**src/rtl/uart_rx.sv**
```systemverilog
// 8N1 serial receiver: 2-FF input synchroniser, start-bit glitch rejection,
// mid-bit sampling and a small byte FIFO drained through a valid/ready handshake.
module uart_rx #(
  parameter int unsigned UART_CLK_DIV = 434,
  parameter int unsigned FIFO_ASIZE   = 4
) (
  input  logic       clk,
  input  logic       rst,
  input  logic       i_uart_rx,
  output logic       rvalid,
  input  logic       rready,
  output logic [7:0] rdata,
  output logic       frame_err,
  output logic       overflow
);

  localparam int unsigned CNT_W = $clog2(UART_CLK_DIV);
  localparam logic [CNT_W-1:0] CNT_HALF = CNT_W'(UART_CLK_DIV / 2);
  localparam logic [CNT_W-1:0] CNT_LAST = CNT_W'(UART_CLK_DIV - 1);
  localparam int unsigned DEPTH = 2 ** FIFO_ASIZE;

  typedef enum logic [2:0] {
    S_IDLE,
    S_START,
    S_DATA,
    S_STOP,
    S_BREAK
  } state_t;

  state_t           state, state_n;
  logic [CNT_W-1:0] cnt, cnt_n;
  logic [2:0]       bit_idx, bit_n;
  logic [7:0]       shift, shift_n;
  logic             push, fe_n;
  logic             rx_m, rx_s;

  logic [FIFO_ASIZE-1:0] wr_ptr, rd_ptr, wr_inc;
  logic [7:0]            mem [DEPTH];
  logic                  full, pop, wr_en;

  always_ff @(posedge clk or posedge rst) begin
    if (rst) begin
      rx_m <= 1'b1;
      rx_s <= 1'b1;
    end else begin
      rx_m <= i_uart_rx;
      rx_s <= rx_m;
    end
  end

  always_ff @(posedge clk or posedge rst) begin
    if (rst) begin
      state   <= S_IDLE;
      cnt     <= '0;
      bit_idx <= '0;
      shift   <= '0;
    end else begin
      state   <= state_n;
      cnt     <= cnt_n;
      bit_idx <= bit_n;
      shift   <= shift_n;
    end
  end

  // Leaving STOP at the stop-bit centre gives half a bit of slack, so a start
  // bit immediately following the stop bit is still caught in IDLE.
  always_comb begin
    state_n = state;
    cnt_n   = cnt + CNT_W'(1);
    bit_n   = bit_idx;
    shift_n = shift;
    push    = 1'b0;
    fe_n    = 1'b0;
    case (state)
      S_IDLE: begin
        cnt_n = '0;
        if (!rx_s) state_n = S_START;
      end
      S_START: begin
        if (cnt == CNT_HALF) begin
          cnt_n   = '0;
          bit_n   = '0;
          state_n = rx_s ? S_IDLE : S_DATA;
        end
      end
      S_DATA: begin
        if (cnt == CNT_LAST) begin
          cnt_n   = '0;
          shift_n = {rx_s, shift[7:1]};
          bit_n   = bit_idx + 3'd1;
          if (bit_idx == 3'd7) state_n = S_STOP;
        end
      end
      S_STOP: begin
        if (cnt == CNT_LAST) begin
          cnt_n = '0;
          if (rx_s) begin
            push    = 1'b1;
            state_n = S_IDLE;
          end else begin
            fe_n    = 1'b1;
            state_n = S_BREAK;
          end
        end
      end
      S_BREAK: begin
        cnt_n = '0;
        if (rx_s) state_n = S_IDLE;
      end
      default: state_n = S_IDLE;
    endcase
  end

  assign wr_inc = wr_ptr + FIFO_ASIZE'(1);
  assign full   = (wr_inc == rd_ptr);
  assign rvalid = (wr_ptr != rd_ptr);
  assign pop    = rvalid & rready;
  // A full FIFO still accepts a push when a pop frees a slot in the same cycle.
  assign wr_en  = push & (~full | pop);
  assign rdata  = rvalid ? mem[rd_ptr] : '0;

  always_ff @(posedge clk) begin
    if (wr_en) mem[wr_ptr] <= shift;
  end

  always_ff @(posedge clk or posedge rst) begin
    if (rst) begin
      wr_ptr    <= '0;
      rd_ptr    <= '0;
      frame_err <= 1'b0;
      overflow  <= 1'b0;
    end else begin
      if (wr_en) wr_ptr <= wr_inc;
      if (pop)   rd_ptr <= rd_ptr + FIFO_ASIZE'(1);
      frame_err <= fe_n;
      overflow  <= push & ~wr_en;
    end
  end

endmodule

```
**config.mk**
```make
export PLATFORM = sky130hd
export DESIGN_NAME = uart_rx
export DESIGN_NICKNAME = d
export VERILOG_FILES = /design/src/rtl/uart_rx.sv
export SDC_FILE = /design/constraint.sdc
export NUM_CORES = 1
export LEC_CHECK = 0
export BUFFER_PORTS_ARGS = -buffer_cell sky130_fd_sc_hd__buf_2
export CELL_PAD_IN_SITES_DETAIL_PLACEMENT = 1
export CELL_PAD_IN_SITES_GLOBAL_PLACEMENT = 2
export CORE_MARGIN = 2
export CORE_UTILIZATION = 43
export CTS_CLUSTER_DIAMETER = 100
export CTS_CLUSTER_SIZE = 40
export DETAILED_ROUTE_END_ITERATION = 8
export GPL_ROUTABILITY_DRIVEN = 0
export HOLD_SLACK_MARGIN = 0.08
export PLACE_DENSITY = 0.77
export SYNTH_ARGS = -nofsm -noshare
export SYNTH_HDL_FRONTEND = slang
export SYNTH_SLANG_ARGS = --single-unit
```
**constraint.sdc**
```tcl
create_clock -name clk -period 2.1 [get_ports clk]
set_input_delay 0.21 -clock clk [delete_from_list [all_inputs] [get_ports clk]]
set_output_delay 0.21 -clock clk [all_outputs]
set_load 0.02 [all_outputs]
```
======== Yosys cells after proc, flatten, opt, wreduce, memory -nomap -nowiden ========
Memory sizes are Yosys's and may differ from the RTL's.
Index checks and enable logic that the tools add are counted.
operators by class
  $add $sub $neg .......................... 4
  equality and inequality tests ........... 15
  multiplexer cells ....................... 24
  bitwise logic cells ..................... 6
  reductions and logical operators ........ 7
operator list
  operator             count
  $mux 3               9
  $pmux 9 s3           1
  $mux 9               2
  $pmux 3 s5           1
  $ne 2x2->1 const B   6
  $add 9x1->9 const B  1
  $eq 9x8->1 const B   1
  $eq 9x9->1 const B   1
  $add 4x1->4 const B  2
  $mux 1               8
  $mux 8               1
  $eq 3x2->1 const B   2
  $eq 3x3->1 const B   2
  $pmux 3 s2           1
  $reduce_and 6->1     1
  $eq 4x4->1           1
  $ne 4x4->1           1
  $reduce_or 2->1      2
  $add 3x1->3 const B  1
  $and 1x1->1          3
  $eq 3x1->1 const B   1
  $logic_not 3->1      1
  $reduce_and 3->1     1
  $mux 2               1
  4 further kinds      5
word-level totals
  register bits ........................... 35
  RAM bits ................................ 128
  bits of input ports ..................... 4
  output and inout port bits .............. 11
  word-level logic and storage cells ...... 67
  memories kept ........................... 1
memory list
  name  words  width  read ports  clocked after Yosys merged registers in  wr ports  line  source
  mem   16     8      1           0                                        1         38    logic [7:0] mem [DEPTH];

======== Logic depth before layout (Yosys ltp) ========
Gate-level depths: netlist (run 1).
  depth after elaboration ................. 7
  mapped depth ............................ 7
  depth with buffers taken out ............ 7

======== Worst setup path before layout (run 1) ========
No wires, ideal clock.
  path kind ............................... reg2reg
  start ................................... register cnt[1]
  end ..................................... memory mem[7][0] (enable)
  setup time .............................. 370 ps
  arrival ................................. 1955 ps
  required time ........................... 1730 ps
  path slack .............................. -224 ps
  stages on the path, launching flop included .. 8
  buffers on the path ..................... 0
  clock period less this slack ............ 2324 ps
  cells stage by stage .................... dfrtp_1 -> inv_1 -> ha_1 -> nand4b_4 -> nor2_4 -> nand4_2 -> a211oi_4 -> nor3b_2
between the ends
  word-level cells in the longest chain between the ends .. 6
ends and longest elaborated chain
  what                          line  source
  start: declaration            31    logic [CNT_W-1:0] cnt, cnt_n;
  start signal: assignment      59    cnt <= cnt_n;
  $eq 9x9->1                    95    if (cnt == CNT_LAST) begin
  $mux 1                        95
  $mux 1                        74    case (state)
  $and 1x1->1                   119   assign wr_en = push & (~full | pop);
  $mux 1                        123   if (wr_en) mem[wr_ptr] <= shift;
  $mux 1 (implied by the code)  123
  end: declaration              38
No other way between the ends.

======== Worst setup path in the final report (run 1) ========
  start ................................... register rd_ptr[1]
  end ..................................... output rdata[4]
between the ends
  word-level cells in the longest chain between the ends .. 2
  elaborated cells on any way between the ends .. 3
  classes of those cells .................. eq/ne (1); mux (1); memory (1)
ends and longest elaborated chain
  what                                               line  source
  start: declaration                                 37    logic [FIFO_ASIZE-1:0] wr_ptr, rd_ptr, wr_inc;
  start signal: assignment                           134   if (pop) rd_ptr <= rd_ptr + FIFO_ASIZE'(1);
  $mem_v2 16x8 / $ne 4x4->1 (equally long branches)  --
  $mux 8 (*)                                         120   assign rdata = rvalid ? mem[rd_ptr] : '0;
  end: declaration                                   12    output logic [7:0] rdata,
Every way passes the cells marked *; elsewhere a longest branch is shown, timed or not.

==> flow_summary.toml, run 1 <==
[status]
status = "finished, violations left"
failed_checks = "setup timing"

[global_routing]
grt_use_total_pct = 20.6
antenna_found_initial = 0
gr-total-overflow = 0
grt_pass1_vias = 3977
grt_max_degree = 36
grt_pass1_wl_um = 24600

[min_path]
hold_class = "primary input to flop"
min_from = "rready"

[synth]
syn_area_per_cell_um2 = 18.0
synthCells = 380
yosysWarnings = 0
seq_area_frac_synth_pct = 69.1
mappedNetlistArea_mm2 = 0.00683
synth_fp_nets = 393
yosys.cell_types.count = 54
synth_seq_cells = 163

[layout]
nets = 479
post-route-util_pct = 55.5
drive_gt1_share_pct = 46.8
area_growth_pct = 27.7
n_antenna_cell = 0

[clock_tree]
clockBufferDepth = 2
clkSinkCount = 163
cts-root-buf = "clkbuf_16"
cts_tree = "done"
h-tree-depth = 4
clock_latency_ns = 0.43
cts_buffers = 17
clk_pin_slew_ns = 0.06

[timing]
rsz0062_at_grt = "true"
finalCriticalPeriod_ns = 2.36
tns_ns = -4.88
period_share_pct = 112
max_freq_mhz = 424
finClkSkew_ns = 0.0126
maxSlewHeadroom_pct = 50.7
tightest_slew_ns = 0.739
setup_viol = 73
fin_ws_ns = -0.258
hold_viol_final = 0
slew_violations = 0

[drt]
drt-met1-wl_um = 7020
wl_met2_um = 7840
viasPerCell = 5.35
post_drt_wl_per_cell_um = 23.0
drc = 0
routed_wl_um = 16000
ant_nets = 0
drtPass1Iterations = 4
drtIter0Drc = 327
top_layer = "met4"
met3_length_um = 818
via_count = 3715

[die]
die_area_mm2 = 0.0169
die_x_um = 130
ios = 15
coreArea_mm2 = 0.0157
start_util_pct = 43.5
fp.dieH_um = 130
fp-row-count = 46

[critical_path]
r2r_slack_ns = -0.07
r2r_end = "mem[9][4]"
crit_slowest_cell = "mux4_2"
cp_slowest_stage_delay_ns = 0.54
critPathLaunch = "rd_ptr[1]"
path_class = "flop to output pin"
critPathRequiredTime_ns = 1.89
r2r_cells = 7
crit_top_cell = "buf_12"
arrival_ns = 2.15
endpoint = "rdata[4]"
timing.rr.start = "wr_ptr[1]"
cp-start-kind = "flop"
timing.critical_path.fanout_max = 6
crit_chain = "buf_12 > buf_12 > mux4_2 > a22oi_2 > a21oi_2 > buf_6"
crit_path_end_kind = "output pin"

[pwr]
power_density_mw_per_mm2 = 1040
p_leak_nw = 3.48
vdd_drop_max_mv = 0.655

[place]
port_buffers = 14
dp_hpwl_um = 10300
dp_slack_ns = -0.199

[flow_run]
cap_violations = 0
## power breakdown
group          total (mW)  switching (mW)  internal [mW]
combinational        2.40            1.18           1.21
sequential           3.53          0.0444           3.49
clock                3.12            1.26           1.86
## critical path, delay by kind of cell (launching register included)
family / cells / cell delay [ns]
muxes: 1 / 0.54
DFF: 1 / 0.41
AOI/OAI and AO/OA: 2 / 0.31
buffers and inverters: 3 / 0.43
## timing repair
item,4_1_cts,5_1_grt
cloned,3,0
hold buffers,2,0
resized for setup,44,33
setup buffers,17,4
pin swaps,22,21
hold endpoints to repair,34,0
setup endpoints to repair,138,139
## state kept, by name (all words and copies together) (netlist names)
name	flops
mem	128
cnt	9
shift	8
rd_ptr	4
wr_ptr	4
bit_idx	3
state	3
frame_err	1
overflow	1
rx_m	1
rx_s	1
## metrics by stage
step                total power, mW  instances  instance area [um2]  hold WS (ns)
finish                         9.05        695                 8730         0.148
global route                   9.38        695                 8730         0.156
CTS                            9.05        697                 8680         0.130
detailed placement             5.53        647                 7760         0.320
global placement               5.47        647                 7760         0.316
floorplan                      4.77        380                 6910         0.214
## final cells by class
type                    count  area [um2]
clock inverters            11         119
multi-input cells         191        2280
flip-flops and latches    163        4730
repair buffers             82         817
clock buffers              21         472
fillers                  1441        6990
inverters                  11        41.3
well taps                 216         270
## synthesized netlist by cell type (all sizes together)
cell type	n	area share (%)
nor4bb	1	0.15
o2bb2ai	1	0.40
a21oi	12	0.93
mux2	11	1.9
a2bb2oi	1	0.13
mux4	32	11
o31ai	1	0.11
nor4b	2	0.57
a21boi	1	0.11
and3	7	0.64
and2	11	1.0
or2	1	0.092
xor2	12	1.8
or3	1	0.092
nor2b	3	0.31
nand4	3	0.37
xnor2	6	0.88
nand3	7	0.51
clkbuf	7	0.38
o21ai	1	0.073
inv	11	0.60
nand4bb	1	0.40
nor2	20	1.2
nand4b	2	0.48
o32ai	1	0.24
edfxtp	128	56
buf	8	0.68
a22oi	16	1.8
ha	9	1.6
nand2	13	0.71
nor3b	1	0.18
nor4	2	0.27
nor3	5	0.53
a211oi	1	0.29
a211o	1	0.13
dfstp	2	0.77
dfrtp	33	12
and3b	1	0.13
mux2i	3	0.44
a311oi	1	0.13
## cells in the final DEF (no fill, tap or decap), types with 4 or more instances in the layout
master,instances
buf_2,6
dfrtp_1,30
a21oi_2,7
inv_4,5
nor2_1,18
xnor2_1,4
a22oi_2,14
clkbuf_16,18
nand3_1,7
inv_1,8
xor2_1,9
and2_4,9
buf_6,21
ha_1,6
nand2_1,12
mux4_2,32
edfxtp_1,128
a21oi_1,4
and3_4,6
mux2_2,9
buf_4,43
nor3_1,4
buf_12,9
## per-layer routing
layer / GRT usage [%] / vias up
met1: 29.0 / 1932
li1: - / 1666
met2: 32.4 / 95
met5: 0 / -
met4: 8.10 / 0
met3: 3.77 / 22
## worst min-delay path by stage
stage / slack, ns / cells after the start / endpoint
after CTS: 0.13 / 4 / wr_ptr[2]
after global placement: 0.32 / 1 / rx_m
final: 0.15 / 4 / wr_ptr[2]
after detailed placement: 0.32 / 1 / rx_m
after floorplan: 0.21 / 0 / rx_m
after global routing: 0.16 / 4 / wr_ptr[2]
## cells by family after synthesis
| group | synth area share [%] |
|---|---|
| buffers and inverters | 1.67 |
| multiplexers | 12.9 |
| adder cells (fa/ha/maj) | 1.65 |
| AO/OA/AOI/OAI | 4.30 |
| AND/OR/NAND/NOR | 7.66 |
| flip-flops | 69.1 |
| XOR/XNOR | 2.69 |
Power figures use the tool's default switching activity.
==> inputs of run 2 (changes only) <==
- HOLD_SLACK_MARGIN: 0.08 -> 0.1
- SKIP_LAST_GASP: default -> 1
==> flow_summary.toml, run 2 (synthesis results as in run 1) <==
[die]
die_area_mm2 = 0.0169
start_util_pct = 43.5
fp-row-count = 46
ios = 15
coreArea_mm2 = 0.0157
fp.dieH_um = 130
die_x_um = 130

[critical_path]
crit_chain = "buf_12 > buf_12 > mux4_2 > a22oi_2 > a21oi_2 > buf_6"
r2r_slack_ns = -0.08
crit_slowest_cell = "mux4_2"
arrival_ns = 2.16
cp-start-kind = "flop"
cp_slowest_stage_delay_ns = 0.54
timing.rr.start = "wr_ptr[1]"
critPathLaunch = "rd_ptr[1]"
r2r_cells = 7
crit_path_end_kind = "output pin"
path_buf_inv = 3
r2r_end = "mem[8][5]"
crit_top_cell = "buf_12"
cp_top_family = "multiplexers"
path_class = "flop to output pin"
critPathRequiredTime_ns = 1.89
timing.critical_path.fanout_max = 6

[timing]
tightest_slew_ns = 0.732
setup_viol = 79
hold_viol_final = 0
rsz0062_at_grt = "true"
max_freq_mhz = 423
period_share_pct = 113
fin_ws_ns = -0.267
holdWs_ns = 0.146
maxSlewHeadroom_pct = 51.2
tns_ns = -5.13
finClkSkew_ns = 0.0126
finalCriticalPeriod_ns = 2.37
slew_violations = 0

[min_path]
min_from = "rready"
hold_class = "primary input to flop"
holdPathEnd = "wr_ptr[2]"
min_path_cells = 4

[global_routing]
grt_pass1_wl_um = 24600
grt_max_degree = 36
antenna_found_initial = 0
grt_use_total_pct = 20.7
gr-total-overflow = 0
grt_pass1_vias = 3971

[layout]
top_register = "mem"
largest_reg_flops = 128
final_common_cell = "edfxtp_1"
fin_cells = 695
nets = 479
area_growth_pct = 27.6
fill_cells = 1444
drive_gt1_share_pct = 46.6
n_antenna_cell = 0
top_regs = "mem (128), cnt (9), shift (8)"
final_cell_mix = "edfxtp_1 (128), buf_4 (46), mux4_2 (32), dfrtp_1 (30)"

[clock_tree]
h-tree-depth = 4
cts_tree = "done"
clk_pin_slew_ns = 0.06
cts-root-buf = "clkbuf_16"
clockBufferDepth = 2
cts_buffers = 17
clkSinkCount = 163
clock_latency_ns = 0.43

[drt]
drtPass1Iterations = 5
drc = 0
ant_nets = 0
drtIter0Drc = 298
viasPerCell = 5.41
post_drt_wl_per_cell_um = 23.1
routed_wl_um = 16100
via_count = 3761

[place]
placedCellCount = 647
port_buffers = 14
dp_hpwl_um = 10300

[status]
failed_checks = "setup timing"
status = "finished, violations left"

[pwr]
pwr-share-comb_pct = 26.4
p_leak_nw = 3.48
seq_power_share_pct = 39.0
swShare_pct = 27.6
netSwitchingPower_mw = 2.50
p_int_mw = 6.55
vdd_drop_max_mv = 0.657
power_density_mw_per_mm2 = 1040
p_clk_share_pct = 34.6

[flow_run]
cap_violations = 0
## run 2: how the worst max path moves through the flow
| stage | end | slack (ns) | depth (start not counted) |
|---|---|---|---|
| 2_1_floorplan | mem[7][0] | 0.0002 | 7 |
| 3_3_place_gp | mem[10][4] | -0.06 | 7 |
| 3_5_place_dp | mem[8][4] | -0.20 | 7 |
| 4_1_cts | rdata[7] | -0.26 | 6 |
| 5_1_grt | rdata[5] | -0.32 | 6 |
| 6_report | rdata[4] | -0.27 | 6 |
## run 2: metal layers
metal	part of all wire [%]	routed length, um	GRT usage [%]
met3	4.0	650	3.77
met1	45	7300	29.0
met4	2.1	330	8.10
met2	48	7780	32.3
met5	0	0	0
## run 2: timing repair
item / 4_1_cts / 5_1_grt
endpoints found under the hold margin: 34 / 0
gates resized for setup: 44 / 29
hold buffers: 2 / 0
gates cloned: 3 / 0
pin swaps: 21 / 22
setup buffers: 17 / 4
setup endpoints to repair: 138 / 139
## run 2: final cells by class
| class | count | area [um2] | area share, % |
|---|---|---|---|
| clock buffer | 21 | 472 | 5.41 |
| clock inverter | 11 | 119 | 1.36 |
| inverter | 11 | 41.3 | 0.474 |
| multi-input combinational | 191 | 2280 | 26.2 |
| sequential | 163 | 4730 | 54.2 |
| tap | 216 | 270 | 3.10 |
| timing repair buffer | 82 | 806 | 9.24 |
## run 2: power groups by stage
| stage | clock network (mW) | logic [mW] | registers, mW |
|---|---|---|---|
| 6_report | 3.13 | 2.39 | 3.53 |
| 5_1_grt | 3.29 | 2.54 | 3.54 |
| 4_1_cts | 3.17 | 2.35 | 3.53 |
| 3_5_place_dp | 0 | 1.93 | 3.61 |
| 3_3_place_gp | 0 | 1.87 | 3.60 |
| 2_1_floorplan | 0 | 1.19 | 3.58 |
## run 2: worst min-delay path: stages
cell	delay, ns
buf_2	0.12
nor3_4	0.07
nand2_1	0.06
a2bb2oi_1	0.07
## run 2: per-stage QoR
stage          util (%)  power [mW]  worst slack [ns]  cell area (um2)
2_1_floorplan         -        4.77          0.000246             6910
3_3_place_gp       49.4        5.47           -0.0573             7760
3_5_place_dp       49.4        5.53            -0.199             7760
4_1_cts            55.3        9.05            -0.262             8680
5_1_grt            55.5        9.36            -0.320             8720
6_report           55.5        9.05            -0.267             8720
